### src/rtl/mul_pkg.sv
// rtl/mul_pkg.sv - shared constants, state codes and Booth decode for the iterative multiplier
package mul_pkg;

    localparam int XLEN  = 64;
    localparam int NDIG  = (XLEN + 2) / 2;
    localparam int CNT_W = 6;

    // Controller state codes
    localparam logic [1:0] IDLE = 2'd0;
    localparam logic [1:0] CALC = 2'd1;
    localparam logic [1:0] DONE = 2'd2;

    // Radix-4 Booth digit decoded into sign / zero / magnitude-select flags
    typedef struct packed {
        logic neg;
        logic zero;
        logic one;
        logic two;
    } booth_dec_t;

    // 000/111 -> 0, 001/010 -> +M, 011 -> +2M, 100 -> -2M, 101/110 -> -M
    function automatic booth_dec_t booth_decode(input logic [2:0] triplet);
        booth_dec_t d;
        d.zero = (triplet == 3'b000) || (triplet == 3'b111);
        d.two  = (triplet == 3'b011) || (triplet == 3'b100);
        d.one  = !d.zero && !d.two;
        d.neg  = triplet[2] && !d.zero;
        return d;
    endfunction

endpackage

### src/rtl/mul_pp128.sv
// rtl/mul_pp128.sv - Booth partial-product selector, negation completed by the adder carry-in
module mul_pp128
    import mul_pkg::*;
(
    input  logic [2:0]        triplet,
    input  logic [2*XLEN-1:0] mcand,
    output logic [2*XLEN-1:0] pp,
    output logic              cin
);

    booth_dec_t        dec;
    logic [2*XLEN-1:0] mag;

    // Select 0/M/2M, then one's-complement for negative digits; the +1 goes out as cin
    always_comb begin
        dec = booth_decode(triplet);
        mag = '0;
        if (dec.zero) begin
            mag = '0;
        end else if (dec.two) begin
            mag = {mcand[2*XLEN-2:0], 1'b0};
        end else if (dec.one) begin
            mag = mcand;
        end
        pp  = dec.neg ? ~mag : mag;
        cin = dec.neg;
    end

endmodule

### src/rtl/mul_iter_ctrl.sv
// rtl/mul_iter_ctrl.sv - sequential radix-4 Booth multiplier controller, one digit per cycle
module mul_iter_ctrl
    import mul_pkg::*;
(
    input  logic                clk,
    input  logic                rst,
    input  logic                mul_valid,
    output logic                mul_ready,
    input  logic                x_signed,
    input  logic                y_signed,
    input  logic [XLEN-1:0]     x,
    input  logic [XLEN-1:0]     y,
    input  logic                flush,
    output logic                out_valid,
    input  logic                out_ready,
    output logic [2*XLEN-1:0]   result
);

    logic [1:0]        state;
    logic [CNT_W-1:0]  cnt;
    logic [2*XLEN-1:0] acc;
    logic [2*XLEN-1:0] mcand;
    // {ext2(y), y, 1'b0}: the extra low zero seeds the first Booth triplet
    logic [XLEN+2:0]   mplr;
    logic [2*XLEN-1:0] pp;
    logic              pp_cin;
    logic              accept;
    logic              last_digit;

    mul_pp128 u_pp (
        .triplet (mplr[2:0]),
        .mcand   (mcand),
        .pp      (pp),
        .cin     (pp_cin)
    );

    assign accept     = (state == IDLE) && mul_valid && !flush;
    assign last_digit = (cnt == CNT_W'(NDIG - 1));
    assign mul_ready  = (state == IDLE);
    assign out_valid  = (state == DONE);
    // acc is frozen outside CALC, so the result holds steady under backpressure
    assign result     = acc;

    // FSM, operand shift registers, digit counter and accumulator
    always_ff @(posedge clk or posedge rst) begin
        if (rst) begin
            state <= IDLE;
            cnt   <= '0;
            acc   <= '0;
            mcand <= '0;
            mplr  <= '0;
        end else begin
            case (state)
                IDLE: begin
                    if (accept) begin
                        mcand <= x_signed ? {{XLEN{x[XLEN-1]}}, x} : {{XLEN{1'b0}}, x};
                        mplr  <= {{2{y_signed && y[XLEN-1]}}, y, 1'b0};
                        acc   <= '0;
                        cnt   <= '0;
                        state <= CALC;
                    end
                end
                CALC: begin
                    if (flush) begin
                        state <= IDLE;
                    end else begin
                        // Wraps modulo 2^128, which is exact for every signedness mix
                        acc   <= acc + pp + {{(2*XLEN-1){1'b0}}, pp_cin};
                        mcand <= {mcand[2*XLEN-3:0], 2'b00};
                        mplr  <= {{2{mplr[XLEN+2]}}, mplr[XLEN+2:2]};
                        cnt   <= cnt + 1'b1;
                        if (last_digit) begin
                            state <= DONE;
                        end
                    end
                end
                DONE: begin
                    if (flush || out_ready) begin
                        state <= IDLE;
                    end
                end
                default: state <= IDLE;
            endcase
        end
    end

endmodule

### config.mk
export PLATFORM = sky130hd
export DESIGN_NAME = mul_iter_ctrl
export DESIGN_NICKNAME = d
export VERILOG_FILES = /design/src/rtl/mul_pkg.sv /design/src/rtl/mul_pp128.sv /design/src/rtl/mul_iter_ctrl.sv
export SDC_FILE = /design/constraint.sdc
export NUM_CORES = 1
export LEC_CHECK = 0
export CAP_MARGIN = 30
export CORE_MARGIN = 10
export CORE_UTILIZATION = 63
export DETAILED_ROUTE_END_ITERATION = 16
export GPL_TIMING_DRIVEN = 0
export PLACE_DENSITY = 0.89
export RECOVER_POWER = 25
export SYNTH_ARGS = -nofsm -noshare
export SYNTH_HDL_FRONTEND = slang
export SYNTH_SLANG_ARGS = --single-unit
### constraint.sdc
create_clock -name clk -period 31.7 [get_ports clk]
set_input_delay 3.17 -clock clk [delete_from_list [all_inputs] [get_ports clk]]
set_output_delay 3.17 -clock clk [all_outputs]
set_load 0.005 [all_outputs]
After elaboration in Yosys (flattened, before gate mapping) --
Index checks and enable logic that the tools add are counted. Widths: inputs -> output; s select.
Operators by class: $add $sub $neg 3, equal/unequal tests 10, multiplexer cells 22, bitwise logic cells 2, reduce and logical (&&, ||, !) cells 17
Operator list (count):
- $mux 128 | 9
- $pmux 128 s2 | 2
- $pmux 67 s2 | 1
- $add 128x1->128 | 1
- $add 128x128->128 | 1
- $not 128->128 | 1
- $mux 67 | 1
- $mux 66 | 1
- $mux 6 | 2
- $pmux 6 s2 | 1
- $reduce_and 3->1 | 3
- $mux 2 | 4
- $add 6x1->6 const B | 1
- $eq 3x3->1 const B | 2
- $eq 6x6->1 const B | 1
- $pmux 2 s3 | 1
- $logic_and 1x1->1 | 5
- $ne 2x1->1 const B | 2
- $eq 3x2->1 const B | 1
- $logic_not 1->1 | 3
- $logic_not 3->1 | 1
- $logic_or 1x1->1 | 3
- $ne 3x3->1 const B | 1
- $eq 2x1->1 const B | 1
- other kinds (5) | 5
Word-level totals: flip-flop bits (word level) 331, input port bits 135, output and inout bits 130, word-level logic and storage cells 60

Depth between registers and ports, before layout --
Gate-level depths: netlist of run 1.
depth after elaboration 13, mapped depth 20, gate-level depth less buffers 18

Cells and area by module --
Synthesis of run 1 repeated with hierarchy kept, for this count alone.
Unflattened totals: cells, all modules 3418, area total of the unflattened synthesis 25555.8 um^2
Modules (own cells, without submodules):
- mul_iter_ctrl | instances 1, cells each 2545, area each 21072.7 um^2, seq. area each 8282.9 um^2
- mul_pp128 | instances 1, cells each 873, area each 4483.0 um^2, seq. area each 0.0 um^2

Worst setup path after synthesis of run 1 --
No wires, ideal clock.
path type register -> register, start register mplr[2], end register acc[126] (netlist: result[126]), library setup time 0.069 ns, arrival time 4.646 ns, required time 31.631 ns, setup slack 26.985 ns, cell stages (with the launch flop) 18, path buffers 3, period minus slack after synthesis 4.715 ns, cell sequence dfrtp_1 > clkbuf_1 > buf_1 > buf_1 > xor2_1 > a22oi_1 > o21ai_0 > ha_1 > nand4_2 > or4_4 > or3_1 > nand3b_4 > o211ai_4 > a41oi_4 > o311ai_1 > o211ai_1 > or4_1 > nand3_1
On the way: cells in the longest elaborated chain, start to end 13, elaborated cells between the ends (all ways) 19, classes of those cells add/sub (2); eq/ne (3); mux (6); bitwise (1); reduce/logical (7)
Ends and longest elaborated chain:
- start, declared | line mul_iter_ctrl.sv:24 | logic [XLEN+2:0] mplr;
- start signal, assigned | line mul_iter_ctrl.sv:57 | mplr <= {{2{y_signed && y[XLEN-1]}}, y, 1'b0};
- start signal, assigned | line mul_iter_ctrl.sv:70 | mplr <= {{2{mplr[XLEN+2]}}, mplr[XLEN+2:2]};
- $eq 3x3->1, or another cell as far along | line mul_pkg.sv:24 | d.zero = (triplet == 3'b000) || (triplet == 3'b111);
- $logic_or 1x1->1, on equally long branches | line mul_pkg.sv:24, mul_pkg.sv:25
- $logic_not 1->1, on equally long branches | line mul_pkg.sv:26, mul_pkg.sv:27
- $logic_and 1x1->1 | line mul_pkg.sv:26 | d.one = !d.zero && !d.two;
- $mux 128 | line mul_pp128.sv:22 | end else if (dec.one) begin
- $mux 128 | line mul_pp128.sv:20 | end else if (dec.two) begin
- $mux 128 | line mul_pp128.sv:18 | if (dec.zero) begin
- $not 128->128 | line mul_pp128.sv:25 | pp = dec.neg ? ~mag : mag;
- $mux 128 | line mul_pp128.sv:25
- $add 128x128->128 | line mul_iter_ctrl.sv:68 | acc <= acc + pp + {{(2*XLEN-1){1'b0}}, pp_cin};
- $add 128x1->128 (*) | line mul_iter_ctrl.sv:68
- $mux 128 (*) | line mul_iter_ctrl.sv:64 | if (flush) begin
- $pmux 128 s2 (*) | line mul_iter_ctrl.sv:53 | case (state)
- end signal, assigned | line mul_iter_ctrl.sv:68
- end, declared | line mul_iter_ctrl.sv:21 | logic [2*XLEN-1:0] acc;
Mark *: on every way between the ends. The rest lies on a longest branch, timed or not. The select of a mux whose other input is x is not followed. A chain may end at the register's enable or synchronous reset.

==> impl_metrics.tcl, run 1 <==
set metrics [dict create \
    outcome "finished, violations left" \
    violations "capacitance limit, slew limit" \
    ys_seq_elements 331 \
    synth-async-reset-ratio 1.00 \
    pwr-share-comb 0.605 \
    viasPerCell 6.73 \
    die_w_um 216 \
    synth_fp_nets 3273 \
    grt-ovfl-total 0 \
    rows 71 \
    p_sw_mw 1.38 \
    cp-start-kind "input port" \
    crit_arrival_ns 10.37 \
    area.growth.synth_to_final_pct 19.0 \
    drtAntennaViolNets 0 \
    finalSetupViolCount 0 \
    postSynthCellCount 2984 \
    p_leak_nw 12.5 \
    synth_area_leader_cell "dfrtp_1" \
    cts_sinks 331 \
    avgRoutedWirePerCell_um 23.1 \
    crit_buf_inv 3 \
    cpMaxStageDelayCell "clkbuf_1" \
    die_h_um 216 \
    max_stage_delay_ns 3.77 \
    port_buffers 264 \
    worst_pin_slew_ns 5.20 \
    power_frac_clock 0.160 \
    synth_cell_types 84 \
    crit_required_ns 31.13 \
    internal_power_mw 1.47 \
    min_period_ns 10.94 \
    finalSetupTns_ns 0 \
    synth-seq-area-share 0.342 \
    cts-htree-levels 2 \
    synth.avg_cell_area_um2 8.13 \
    cts-root-buf "clkbuf_16" \
    critPathMaxFanout 108 \
    skew_ns 0.0187 \
    yosysTopAreaCellShare 0.342 \
    synth_enable_flop_cells 0 \
    hold_class "register to register" \
    yosysWarnings 0 \
    critical-path-top-delay-family "buffers and inverters" \
    die-area_mm2 0.0467 \
    worstPathCellList "dlygate4sd3_1, clkinvlp_2, clkbuf_1" \
    grt_antenna_before_repair 2 \
    place_hpwl_um 67500 \
    insertion_delay_ns 0.58 \
    fmax_mhz 91.4 \
    drive_gt1_frac 0.0322 \
    cts_resized 0 \
    io_pins 265 \
    drc_errors 0 \
    grt_max_degree 132 \
    synth.cell_area_mm2 0.0243 \
    clockBufferDepth 3 \
    drv_slew 204 \
    ys_top_cells_by_count "529 x nand2_1, 341 x o21ai_0, 331 x dfrtp_1" \
    dr.pass1.iters 9 \
    clk_pin_slew_worst_paths_ns 0.06 \
    synth.most_common_cell "nand2_1" \
    fin_nets 3581 \
    hold_ws_ns 0.518 \
    period_share 0.345 \
    wl_um 88700 \
    max_cap_viol_count 2 \
    cp-end-kind "async pin" \
    powerDensity_mw_per_mm2 98.8 \
    cts_tree "built" \
    synth_ff_type "dfrtp_1" \
    slew_headroom -2.47 \
    grt_usage 0.365 \
    hold_buffers 0 \
    seq_power_share 0.235 \
    irDropWorstVdd_mv 0.0748 \
    drtIter0Drc 3193 \
    initial_core_util 0.641 \
    swShare 0.484 \
    cts_setup_buffers 0 \
    grt_pass1_vias 24800 \
    grt_pass1_wl_um 138000 \
    gp_congestion 1.02 \
    cts_made_buffers 39 \
    synthTopCellsByArea "dfrtp_1 34%, nand2_1 8.2%, ha_1 7.9%, o21ai_0 7.0%, xor2_1 6.8%" \
    grt_setup_unrepaired "no" \
    core_mm2 0.0378 \
    final-hold-violation-count 0 \
    critPathKind "input port to async pin" \
    vias 25800 \
]
registers in the layout, indices dropped and copies added, names as in the netlist:
name / flops
mcand: 128
state: 2
result: 128
mplr: 67
cnt: 6
power by group through the flow:
stage               Combinational (mW)  Clock, mW  Sequential (mW)
detailed placement                1.66          0            0.669
global route                      1.88      0.472            0.682
global placement                  1.62          0            0.663
finish                            1.73      0.455            0.670
CTS                               1.68      0.454            0.663
floorplan                         1.15          0            0.636
logic make-up (layout without fill, tap and decap cells):
| logic type | Yosys count | count (layout) | synth area share |
|---|---|---|---|
| and+or+nand+nor | 935 | 935 | 0.166 |
| buffers and inverters | 251 | 587 | 0.0399 |
| muxes | 5 | 5 | 0.00212 |
| adders and majority gates | 154 | 154 | 0.0798 |
| other | 0 | 3 | 0 |
| DFF | 331 | 331 | 0.342 |
| xor gates and xnor gates | 250 | 250 | 0.0903 |
| AOI/OAI and AO/OA | 1058 | 1058 | 0.281 |
cell type report:
cell class	count	area [um2]
clock inverter	15	156
buffer	212	822
inverter	39	148
tap	511	639
fill	2716	9000
antenna	3	7.51
timing repair buffer	267	2690
multi-input combinational	2402	15000
sequential	331	8280
clock buffer	54	1100
worst register-to-register path: cells and delay by family (launching register included):
family | cells | cell delay (ns)
AO/OA/AOI/OAI | 11 | 3.41
AND/OR/NAND/NOR | 3 | 0.87
buffers and inverters | 4 | 1.48
adder cells (fa/ha/maj) | 1 | 0.36
XOR/XNOR | 1 | 0.17
flip-flops | 1 | 0.37
stage by stage:
stage	std cells	power [mW]	setup WS (ns)	area [um2]	util
final	3834	2.85	20.76	28800	0.762
after global routing	3832	3.03	19.52	28800	0.762
after CTS	3831	2.80	25.28	28900	0.763
after detailed placement	3762	2.33	25.31	27600	0.730
after global placement	3759	2.29	15.81	27500	0.728
after floorplan	2984	1.78	19.36	24300	-
layout by cell type, fill, tap and decap left out, types with 7 or more instances in the layout:
| cell | n |
|---|---|
| nand2b_1 | 7 |
| inv_1 | 38 |
| a22oi_1 | 156 |
| or2_2 | 9 |
| o31ai_1 | 8 |
| o21ai_0 | 341 |
| a22o_1 | 7 |
| nor2_1 | 203 |
| a21oi_1 | 188 |
| ha_1 | 153 |
| nor3_1 | 22 |
| clkbuf_8 | 7 |
| a31oi_1 | 106 |
| nand3_1 | 28 |
| and3_1 | 8 |
| xor2_1 | 187 |
| nor2b_1 | 12 |
| and2_1 | 7 |
| o21bai_1 | 24 |
| a211oi_1 | 10 |
| a21boi_0 | 9 |
| nand4_1 | 64 |
| clkbuf_16 | 39 |
| a21o_1 | 51 |
| or3_1 | 8 |
| nand2_1 | 529 |
| a221o_1 | 67 |
| clkinv_2 | 8 |
| clkdlybuf4s50_1 | 260 |
| clkbuf_1 | 197 |
| xnor2_1 | 63 |
| o21a_1 | 19 |
| nor4_1 | 13 |
| dfrtp_1 | 331 |
| buf_1 | 14 |
metal layers:
| layer | global-route usage | vias to the layer above | share of wire |
|---|---|---|---|
| li1 | - | 11400 | - |
| met5 | 0 | - | 0 |
| met4 | 0.178 | 0 | 0.056 |
| met1 | 0.447 | 12200 | 0.37 |
| met2 | 0.586 | 1753 | 0.46 |
| met3 | 0.0989 | 379 | 0.12 |
final timing paths:
| kind | startpoint | end | slack [ns] | cells after the start |
|---|---|---|---|---|
| max | rst | mcand[18]$_DFFE_PP0P_ | 20.76 | 3 |
| min | result[66]$_DFFE_PP0P_ | result[66]$_DFFE_PP0P_ | 0.52 | 2 |
| max reg2reg | mplr[2]$_DFFE_PP0P_ | result[115]$_DFFE_PP0P_ | 24.89 | 20 |
| min reg2reg | result[66]$_DFFE_PP0P_ | result[66]$_DFFE_PP0P_ | 0.52 | 2 |
| max in group clk | mplr[2]$_DFFE_PP0P_ | result[115]$_DFFE_PP0P_ | 24.89 | 20 |
| min in group asynchronous | rst | mplr[13]$_DFFE_PP0P_ | 4.52 | 2 |
Note: power is estimated with default switching activity, not from simulation.
==> inputs of run 2 (changes only) <==
--- a/config.mk
+++ b/config.mk
@@ -7,10 +7,10 @@
 export LEC_CHECK = 0
 export CAP_MARGIN = 30
 export CORE_MARGIN = 10
-export CORE_UTILIZATION = 63
+export CORE_UTILIZATION = 58
 export DETAILED_ROUTE_END_ITERATION = 16
 export GPL_TIMING_DRIVEN = 0
-export PLACE_DENSITY = 0.89
+export PLACE_DENSITY = 0.83
 export RECOVER_POWER = 25
 export SYNTH_ARGS = -nofsm -noshare
 export SYNTH_HDL_FRONTEND = slang
==> constraint.sdc (replaced) <==
create_clock -name clk -period 11 [get_ports clk]
set_input_delay 1.1 -clock clk [delete_from_list [all_inputs] [get_ports clk]]
set_output_delay 1.1 -clock clk [all_outputs]
set_load 0.005 [all_outputs]
==> impl_metrics.tcl, run 2 (same netlist as run 1, synthesis figures left out) <==
set metrics [dict create \
    grt_max_degree 94 \
    crit_buf_inv 3 \
    final-seq-area_mm2 0.00828 \
    reg2reg_slack_ns 4.03 \
    final-hold-violation-count 0 \
    multi_input_area_mm2 0.0150 \
    grt_pass1_vias 24100 \
    vias 25400 \
    critical-path-top-delay-family "buffers and inverters" \
    grt_setup_unrepaired "no" \
    cts_sinks 331 \
    path_depth 3 \
    die_w_um 224 \
    rows 74 \
    cts_made_buffers 40 \
    slew_headroom -2.46 \
    area.growth.synth_to_final_pct 19.2 \
    period_share 0.717 \
    critPathMaxFanout 93 \
    skew_ns 0.0215 \
    finalSetupViolCount 0 \
    crit_start "rst" \
    swShare 0.484 \
    cts_tree "built" \
    cts-root-buf "clkbuf_16" \
    place_hpwl_um 68700 \
    design_area_mm2 0.0289 \
    outcome "finished, violations left" \
    die-area_mm2 0.0504 \
    violations "capacitance limit, slew limit" \
    grt_antenna_before_repair 0 \
    core_mm2 0.0411 \
    drv_slew 258 \
    crit_arrival_ns 7.31 \
    dpl_cell_area_mm2 0.0277 \
    seq_power_share 0.235 \
    pwr-share-comb 0.603 \
    cp-start-kind "input port" \
    r2r_start "mplr[2]$_DFFE_PP0P_" \
    die_h_um 224 \
    fmax_mhz 127 \
    dr.pass1.iters 6 \
    cp-end-kind "async pin" \
    gp_congestion 1.01 \
    final_common_cell "nand2_1" \
    grt_usage 0.340 \
    port_buffers 264 \
    grt_pass1_wl_um 136000 \
    clk_pin_slew_worst_paths_ns 0.06 \
    max_cap_viol_count 3 \
    power_frac_clock 0.162 \
    p_sw_mw 3.99 \
    hold_class "register to register" \
    clockBufferDepth 3 \
    cpMaxStageDelayCell "clkbuf_1" \
    min_period_ns 7.88 \
    fin_nets 3583 \
    grt-ovfl-total 0 \
    cts-htree-levels 2 \
    internal_power_mw 4.26 \
    r2r_cells 18 \
    viasPerCell 6.58 \
    drc_errors 0 \
    io_pins 265 \
    initial_core_util 0.590 \
    max_stage_delay_ns 3.73 \
    insertion_delay_ns 0.58 \
    drtAntennaViolNets 0 \
    n_antenna_cell 0 \
    num-fill-cells 3274 \
    drive_gt1_frac 0.0322 \
    endpoint "mcand[74]$_DFFE_PP0P_" \
    critPathKind "input port to async pin" \
    worstPathCellList "dlygate4sd3_1, clkinvlp_2, clkbuf_1" \
    r2r-end "result[125]$_DFFE_PP0P_" \
    p_leak_nw 12.5 \
    hold_buffers 0 \
    crit_required_ns 10.43 \
    irDropWorstVdd_mv 0.190 \
    drtIter0Drc 3384 \
    worst_pin_slew_ns 5.19 \
    hold_ws_ns 0.517 \
    cts_setup_buffers 0 \
    cts_resized 0 \
    pre_cts_ws_ns 4.38 \
    avgRoutedWirePerCell_um 23.0 \
    min_from "mplr[66]$_DFFE_PP0P_" \
    worst_slack_ns 3.12 \
    powerDensity_mw_per_mm2 285 \
    layout_common_cells "529 x nand2_1, 341 x o21ai_0, 331 x dfrtp_1, 263 x clkdlybuf4s50_1, 203 x nor2_1" \
    wl_um 88900 \
]
run 2: layout make-up:
class | instances | share of cell area
Multi-Input combinational cell | 2402 | 0.519
Sequential cell | 331 | 0.287
Timing Repair Buffer | 268 | 0.0932
Clock buffer | 57 | 0.0397
Buffer | 212 | 0.0284
Tap cell | 532 | 0.0230
Inverter | 39 | 0.00511
Clock inverter | 14 | 0.00489
run 2: power by group through the flow:
stage	sequential (mW)	clock, mW	combinational (mW)
6_report	1.94	1.34	4.98
4_1_cts	1.92	1.34	4.86
3_3_place_gp	1.92	0	4.72
3_5_place_dp	1.94	0	4.82
2_1_floorplan	1.83	0	3.31
5_1_grt	1.97	1.38	5.41
run 2: worst min-delay path by stage:
stage | endpoint | slack, ns | depth (start not counted)
after floorplan | mplr[66]$_DFFE_PP0P_ | 0.45 | 2
after global placement | mplr[66]$_DFFE_PP0P_ | 0.47 | 2
after detailed placement | mplr[66]$_DFFE_PP0P_ | 0.48 | 2
after CTS | result[85]$_DFFE_PP0P_ | 0.52 | 2
after global routing | result[103]$_DFFE_PP0P_ | 0.56 | 2
final | mplr[66]$_DFFE_PP0P_ | 0.52 | 2
run 2: per-stage QoR:
stage / utilization / setup TNS, ns / std cells / power, mW
floorplan: - / 0 / 2984 / 5.14
global placement: 0.670 / -978.07 / 3780 / 6.64
detailed placement: 0.673 / 0 / 3784 / 6.76
CTS: 0.704 / 0 / 3855 / 8.12
global route: 0.703 / 0 / 3855 / 8.77
finish: 0.703 / 0 / 3855 / 8.25
run 2: per-layer routing:
metal  part of all wire  GRT usage  vias up
met5                  0          0        -
met2               0.44      0.536     1490
met3               0.10     0.0768      266
li1                   -          -    11500
met4              0.045      0.147        0
met1               0.41      0.442    12200
run 2: worst reg2reg max path, stage by stage (launching register included):
cell	delay, ns
dfrtp_1	0.35
clkbuf_1	0.19
nor2_1	0.57
clkbuf_1	0.61
buf_1	0.49
a22oi_1	0.17
o21ai_0	0.16
ha_1	0.29
nand4_1	0.18
or4_1	0.55
o21ai_1	0.40
a21oi_1	0.31
o31a_1	0.49
o31a_1	0.43
o32ai_1	0.88
a21oi_1	0.30
o21ai_1	0.24
xnor2_1	0.15
o21ai_1	0.08
